==> src/rtl/servant_flash_boot.sv <==
// Boot loader: copies WORDS words from SPI flash at BOOT_ADDR into RAM over a Wishbone
// write port, holding the CPU in reset and owning the SPI pins until the copy is done.
// state   | meaning
// S_IDLE  | one cycle after reset, decides between copy and no-copy
// S_CMD   | CS low, shifting out read opcode + 24-bit flash address
// S_DATA  | shifting in one 32-bit word
// S_WRITE | Wishbone write in flight, SPI paused with SCK low
// S_DONE  | CS high, CPU released, SPI pins handed over
module servant_flash_boot #(
    parameter logic [23:0] BOOT_ADDR = 24'h100000,
    parameter int unsigned WORDS     = 2048,
    parameter int unsigned CLK_DIV   = 2
) (
    input  logic        i_wb_clk,
    input  logic        i_wb_rst,
    output logic        o_cpu_hold,
    output logic        o_done,
    output logic        o_spi_en,
    output logic [31:0] o_wb_adr,
    output logic [31:0] o_wb_dat,
    output logic [3:0]  o_wb_sel,
    output logic        o_wb_we,
    output logic        o_wb_cyc,
    input  logic        i_wb_ack,
    output logic        o_sck,
    output logic        o_csn,
    output logic        o_mosi,
    input  logic        i_miso
);

    localparam int IW = (WORDS == 0) ? 1 : $clog2(WORDS + 1);
    localparam int DW = (CLK_DIV <= 1) ? 1 : $clog2(CLK_DIV);
    localparam logic [DW-1:0] DIV_MAX  = DW'(CLK_DIV - 1);
    localparam logic [IW-1:0] WORDS_W  = IW'(WORDS);
    localparam logic [31:0]   CMD_WORD = {8'h03, BOOT_ADDR};

    typedef enum logic [2:0] {
        S_IDLE,
        S_CMD,
        S_DATA,
        S_WRITE,
        S_DONE
    } state_t;

    state_t        state_q;
    logic [DW-1:0] div_q;
    logic [4:0]    bit_q;
    logic [31:0]   shift_q;
    logic [IW-1:0] idx_q;
    logic          sck_q, csn_q, mosi_q, cyc_q, done_q, hold_q, en_q;
    logic [31:0]   adr_q, dat_q;

    logic [31:0]   dat_d;
    logic [IW-1:0] idx_d;

    // Bytes arrive first-byte-first in the top of the shift register; RAM wants little-endian.
    assign dat_d = {shift_q[7:0], shift_q[15:8], shift_q[23:16], shift_q[31:24]};
    assign idx_d = idx_q + IW'(1);

    always_ff @(posedge i_wb_clk) begin
        if (i_wb_rst) begin
            state_q <= S_IDLE;
            div_q   <= DIV_MAX;
            bit_q   <= 5'd0;
            shift_q <= 32'd0;
            idx_q   <= '0;
            sck_q   <= 1'b0;
            csn_q   <= 1'b1;
            mosi_q  <= 1'b0;
            cyc_q   <= 1'b0;
            adr_q   <= 32'd0;
            dat_q   <= 32'd0;
            done_q  <= 1'b0;
            hold_q  <= 1'b1;
            en_q    <= 1'b1;
        end else begin
            case (state_q)
                S_IDLE: begin
                    if (WORDS == 0) begin
                        state_q <= S_DONE;
                    end else begin
                        state_q <= S_CMD;
                        csn_q   <= 1'b0;
                        mosi_q  <= CMD_WORD[31];
                        shift_q <= CMD_WORD;
                        div_q   <= DIV_MAX;
                        bit_q   <= 5'd0;
                        sck_q   <= 1'b0;
                    end
                end
                S_CMD, S_DATA: begin
                    if (div_q != '0) begin
                        div_q <= div_q - DW'(1);
                    end else begin
                        div_q <= DIV_MAX;
                        if (!sck_q) begin
                            sck_q <= 1'b1;
                            if (state_q == S_DATA) shift_q <= {shift_q[30:0], i_miso};
                        end else begin
                            sck_q <= 1'b0;
                            bit_q <= bit_q + 5'd1;
                            // Command shifts in zeros, so MOSI settles to 0 after the last bit.
                            if (state_q == S_CMD) begin
                                shift_q <= {shift_q[30:0], 1'b0};
                                mosi_q  <= shift_q[30];
                            end
                            if (bit_q == 5'd31) begin
                                if (state_q == S_CMD) begin
                                    state_q <= S_DATA;
                                end else begin
                                    state_q <= S_WRITE;
                                    cyc_q   <= 1'b1;
                                    adr_q   <= 32'(idx_q) << 2;
                                    dat_q   <= dat_d;
                                end
                            end
                        end
                    end
                end
                S_WRITE: begin
                    if (i_wb_ack) begin
                        cyc_q <= 1'b0;
                        idx_q <= idx_d;
                        if (idx_d == WORDS_W) begin
                            state_q <= S_DONE;
                            csn_q   <= 1'b1;
                            done_q  <= 1'b1;
                            hold_q  <= 1'b0;
                            en_q    <= 1'b0;
                        end else begin
                            state_q <= S_DATA;
                            div_q   <= DIV_MAX;
                        end
                    end
                end
                S_DONE: begin
                    csn_q  <= 1'b1;
                    sck_q  <= 1'b0;
                    mosi_q <= 1'b0;
                    cyc_q  <= 1'b0;
                    done_q <= 1'b1;
                    hold_q <= 1'b0;
                    en_q   <= 1'b0;
                end
                default: state_q <= S_IDLE;
            endcase
        end
    end

    assign o_cpu_hold = hold_q;
    assign o_done     = done_q;
    assign o_spi_en   = en_q;
    assign o_wb_adr   = adr_q;
    assign o_wb_dat   = dat_q;
    assign o_wb_sel   = 4'hF;
    assign o_wb_we    = cyc_q;
    assign o_wb_cyc   = cyc_q;
    assign o_sck      = sck_q;
    assign o_csn      = csn_q;
    assign o_mosi     = mosi_q;

endmodule

==> config.mk <==
export PLATFORM = sky130hd
export DESIGN_NAME = servant_flash_boot
export DESIGN_NICKNAME = d
export VERILOG_FILES = /design/src/rtl/servant_flash_boot.sv
export SDC_FILE = /design/constraint.sdc
export NUM_CORES = 1
export LEC_CHECK = 0
export BUFFER_PORTS_ARGS = -buffer_cell sky130_fd_sc_hd__buf_4
export CAP_MARGIN = 20
export CORE_ASPECT_RATIO = 0.9
export CORE_UTILIZATION = 49
export CTS_CLUSTER_DIAMETER = 80
export DETAILED_ROUTE_END_ITERATION = 6
export PLACE_DENSITY = 0.81
export SYNTH_ARGS = -nofsm -noshare
export SYNTH_HDL_FRONTEND = slang
export SYNTH_SLANG_ARGS = --single-unit
export TNS_END_PERCENT = 100
==> constraint.sdc <==
create_clock -name i_wb_clk -period 2.2 [get_ports i_wb_clk]
set_input_delay 0 -clock i_wb_clk [delete_from_list [all_inputs] [get_ports i_wb_clk]]
set_output_delay 0 -clock i_wb_clk [all_outputs]
set_load 0.02 [all_outputs]
# --- Yosys cells after proc, flatten, opt, wreduce, memory -nomap -nowiden ---
# Index checks and enable logic that the tools add are counted.
classes:
  n_addsub: 3
  eq_ne: 16
  muxes: 39
  n_bitwise: 3
  reduce_logical: 20
op_table:
  columns: ["cell", "count"]
  rows:
  - ["2-to-1 mux 32 bit", 4]
  - ["case mux 32 bit (2 select lines)", 1]
  - ["2-to-1 mux 1 bit", 18]
  - ["!= test 2 bit, second input constant", 8]
  - ["2-to-1 mux 3 bit", 5]
  - ["adder 12 x 1 -> 12 bit, second input constant", 1]
  - ["equality test 12 bit, second input constant", 1]
  - ["case mux 3 bit (4 select lines)", 1]
  - ["AND reduction 3 bit", 4]
  - ["2-to-1 mux 5 bit", 2]
  - ["case mux 5 bit (2 select lines)", 1]
  - ["AND reduction 5 bit", 2]
  - ["case mux 1 bit (3 select lines)", 3]
  - ["nonzero test 3 bit", 3]
  - ["case mux 1 bit (2 select lines)", 4]
  - ["AND reduction 4 bit", 2]
  - ["equality test 3 x 2 -> 1 bit, second input constant", 2]
  - ["!= test 3 bit, second input constant", 2]
  - ["AND reduction 6 bit", 1]
  - ["nonzero test 2 bit", 3]
  - ["adder 5 x 1 -> 5 bit, second input constant", 1]
  - ["equality test 5 bit, second input constant", 1]
  - ["AND reduction 2 bit", 2]
  - ["OR reduction 2 bit", 2]
  - ["other kinds (5)", 7]
word_totals:
  register_bits: 103
  input_bits: 4
  out_inout_bits: 76
  wordCells: 94

# --- Depth between registers and ports, before layout ---
logic_depth:
  ltp_word: 6
  mapped_depth: 9
  ltp_nobuf: 7

# --- Least setup slack after synthesis ---
# OpenSTA, ideal clock, no wires.
synth_path:
  path_type: "reg-to-reg"
  start: "reg idx_q[0]"
  end: "reg en_q (netlist: o_spi_en)"
  setup_ps: 115
  arrival_ps: 2123
  required_ps: 2085
  slack_ps: -38
  path_stages_with_launch: 7
  path_buffers: 0
  synth_period_minus_slack_ps: 2238
  path_cell_list: "dfxtp_1 > ha_1 > nand3_1 > or2_4 > o41a_1 > or4_4 > a31o_1"
synth_between:
  elab_chain_cells: 4
synth_rtl:
  columns: ["element", "line_no", "source"]
  rows:
  - ["start: declaration", "49", "logic [IW-1:0] idx_q;"]
  - ["start signal: assignment", "123", "idx_q <= idx_d;"]
  - ["adder 12 x 1 -> 12 bit", "58", "assign idx_d = idx_q + IW'(1);"]
  - ["equality test 12 bit", "124", "if (idx_d == WORDS_W) begin"]
  - ["!= test 2 bit (no source line)", null, null]
  - ["AND reduction 3 bit (no source line)", null, null]
  - ["end signal: assignment", "75", "en_q <= 1'b1;"]
  - ["end signal: assignment", "129", "en_q <= 1'b0;"]
  - ["end signal: assignment", "143", "en_q <= 1'b0;"]
  - ["end: declaration", "50", "logic sck_q, csn_q, mosi_q, cyc_q, done_q, hold_q, en_q;"]
# No other way between the ends.
# A chain may end at the register's enable or synchronous reset.

# --- Worst setup path after layout ---
layout_path:
  start: "reg idx_q[1]"
  end: "reg en_q (netlist: o_spi_en)"
# The elaborated chain is that of the path after synthesis.

==> results by group <==
GRT
  – GRT Overall Usage: 0.2002
  – Via count of the first global-routing pass: between 3k and 4k
  – Global-route wire length before repair: 14.24 mm
  – Pin count of the biggest net entering global routing: between 50 and 60
  – Initial antenna violation count: 0
  – Overflow left after global routing: 0

Placement
  – Worst Setup Slack post-DPL: 0.02655 ns
  – Area after detailed placement: approximately 0.0047 mm2
  – Port Buffers: 55
  – Post-DP HPWL: just under 6 mm
  – RePlAce Congestion: around 0.83

Synth
  – Portion of the post-synthesis area used by sequential elements: 0.4937
  – Number of cells produced by synthesis: approximately 530
  – Most used standard cells in the synthesized netlist: nand2_1 (131), dfxtp_1 (103), a21oi_1 (85)
  – Post-synth EDFFs: 0
  – Count of cell types in the netlist: 40
  – Largest area contributor in the netlist: dfxtp_1
  – Most area-consuming cells after synthesis: dfxtp_1 (49%), nand2_1 (12%), a21oi_1 (10%), buf_4 (4.7%), nand3_1 (4.3%)
  – Share of synthesized registers carrying an async set or reset: 0
  – Top-count cell post-synth: nand2_1
  – Number of synthesis warnings: 0
  – Number of register bits inferred by synthesis: between 100 and 150
  – Avg Inst Size Synth: 7.940 um2
  – Portion of synthesized cell area occupied by the leading cell type: 0.4937
  – Cell Area, Synth: roughly 0.0042 mm2
  – Most used flip-flop cell after synthesis: dfxtp_1

Clock tree
  – Clock-pin slew on the worst setup and hold paths: 0.11 ns
  – Clock root cell: clkbuf_8
  – Bufs on Longest Clock Path: 2
  – Clock tree from TritonCTS: done
  – Clock network latency to the later pin of the worst-skew pair: approximately 0.37 ns
  – H-tree depth: 3
  – Number of CTS-inserted buffers: 9
  – Clock net sink count: 103
  – # resized after CTS: 0

Worst setup path
  – Crit path capture type: flip-flop
  – Required time of the critical path: between 2 and 2.5 ns
  – Crit path max fanout: 4
  – Cell class contributing the biggest share of worst-path delay: simple AND/OR/NAND/NOR gates
  – Crit Path Category: flip-flop to flip-flop
  – Crit-path cells: ha_2, nand3_1, or2_4, o41a_1, or4_4, a31o_1
  – CP startpoint kind: flip-flop
  – Critical Path Slowest Stage Cell: or4_4
  – Number of stages on the worst setup path: 6
  – Crit path buffers/inverters: 0
  – Maximum single-stage delay on the critical path: about 0.45 ns
  – Data arrival time of the worst path: 2.36 ns
  – Count of cells along the worst register-to-register path: 6

Die
  – Initial core utilization: 0.5127
  – Area of the die: a little under 0.009 mm2
  – Vert. Die Dim: 89.59 um
  – Floorplan Core Area: ~0.008 mm2
  – Die outline width: 99.32 um
  – Number of I/O pins: 80
  – Site row count: 31

Cells and area
  – Antenna Cells: 0
  – Non-Filler Cell Area, Final: 0.004891 mm2
  – Net count reported at finish: ~580
  – Area overhead of the layout relative to synthesis: 17.11%
  – Utilization of the core after routing: 0.6005
  – Ratio of cells with drive above 1 in the final layout: 0.1762

Pwr
  – Power per Cell Area: about 670 mW/mm2
  – IR Drop Worst-Case VDD: ~0.39 mV
  – Leakage power: roughly 1.8 nW

Outcome
  – Run status: finished, final reports clean

Timing
  – Achievable clock frequency: between 0.4 and 0.5 GHz
  – Total negative slack for setup checks: 0 ns
  – Setup repair after global routing missed its margin: no
  – Final number of hold-violating endpoints: 0
  – Smallest setup slack after layout: 0.1012 ns
  – Fin. max-slew vios: 0
  – Tmin final: between 2 and 2.5 ns
  – Slew margin rel.: 0.6225
  – Ratio of final minimum period to clock period: 0.9540
  – Actual transition at the worst max-transition pin: approximately 0.57 ns
  – Worst Clk Skew: about 0.012 ns
  – Setup-violating endpoint count in the final report: 0

Drt
  – Count of unresolved DRC violations after routing: 0
  – Vias after detailed routing: around 3.6k
  – Via/cell ratio: ~5.3
  – Antenna Violating Nets Remaining: 0
  – WL final: approximately 8.7 mm
  – Avg WL per Cell: roughly 13 um
  – Drt pass-1 iters: 5
  – Starting DRT DRC Count: slightly below 300

Min path
  – Cell depth of the worst min-delay path: 2
  – Hold/Removal Path Class: primary input to flip-flop

Flow run
  – Max-capacitance violation count: 0
==> worst register-to-register path, delay by kind of cell (launching register included) <==
kind / cells / cell delay, ns
fa+ha+maj: 1 / 0.18
flops: 1 / 0.35
simple gates: 3 / 0.80
compound gates: 2 / 0.66
==> worst paths after layout <==
path | startpoint | endpoint | slack (ns)
setup / recovery | idx_q[1] | o_spi_en | 0.10
setup reg to reg | idx_q[1] | o_spi_en | 0.10
hold reg to reg | o_wb_dat[0] | o_wb_dat[0] | 0.46
hold / removal | i_wb_rst | o_wb_dat[12] | 0.12
==> sequential cells by signal, summed over array words and instances (netlist names), 3 cells and up <==
signal,cells
idx_q,12
shift_q,32
o_wb_dat,32
bit_q,5
o_wb_adr,12
state_q,3
==> area by class of cell <==
class | count | area [um2]
fill | 727 | 3254
sequential | 103 | 2064
multi-input combinational | 381 | 1873
timing repair buffer | 76 | 613.1
clock buffer | 9 | 123.9
tap | 99 | 123.9
clock inverter | 7 | 81.33
inverter | 3 | 11.26
==> per-layer routing <==
| layer | track usage | wire, um | vias to the layer above |
|---|---|---|---|
| met1 | 0.2606 | 4170 | 1652 |
| li1 | - | - | 1804 |
| met2 | 0.3314 | 4035 | 105 |
| met3 | 0.03328 | 376 | 7 |
| met5 | 0 | 0 | - |
| met4 | 0.09358 | 128 | 0 |
==> power breakdown <==
group | total, mW | internal (mW) | switching (mW)
combinational | 0.174 | 0.0449 | 0.129
sequential | 1.89 | 1.88 | 0.0141
clock | 1.22 | 0.542 | 0.678
total | 3.29 | 2.46 | 0.821
==> cell usage in the layout (no fill, tap or decap), types with 2 or more instances in the layout <==
master         netlist  final
clkinv_4             0      3
buf_4               26     71
or3_1                2      2
nand4_1              3      3
nor3_1              17     16
xor2_1               8      8
clkbuf_8             0      9
nand2b_1             3      3
nand3_1             36     36
dfxtp_2              0      2
a21o_1               2      2
nor3b_1              2      2
a21oi_1             85     84
a211oi_1             2      2
o21ai_0              5      5
nor2_1              29     29
inv_1                3      3
dlygate4sd3_1        0      2
conb_1               2     24
ha_1                 3      2
nand2_1            131    131
dfxtp_1            103    101
and3_1               2      2
buf_12               0      3
xnor2_1              7      7
nor2b_1              3      3
==> stage by stage <==
step / cells / power [mW] / hold slack (ns)
2_1_floorplan: 548 / 2.090 / 0.1399
3_3_place_gp: 659 / 2.100 / 0.2933
3_5_place_dp: 659 / 2.103 / 0.2995
4_1_cts: 677 / 3.303 / 0.1034
5_1_grt: 678 / 3.402 / 0.1279
6_report: 678 / 3.285 / 0.1158
==> cell families (layout without fill, tap and decap cells) <==
logic type,after synthesis,count (layout),synth area share
and+or+nand+nor,234,234,0.2454
xor gates and xnor gates,15,15,0.03146
AOI/OAI and AO/OA,105,105,0.1375
buffers and inverters,64,95,0.08119
other,2,24,0.001798
adders and majority gates,3,3,0.008988
DFF,103,103,0.4937
==> what timing repair did <==
action                                  in CTS  in global routing
pin swaps                                    1                  3
setup buffers                                0                  1
endpoints found under the setup margin       1                  1
endpoints found under the hold margin        2                  0
gates cloned                                 0                  0
hold buffers                                 2                  0
No activity file was read; power rests on OpenSTA's default activity.
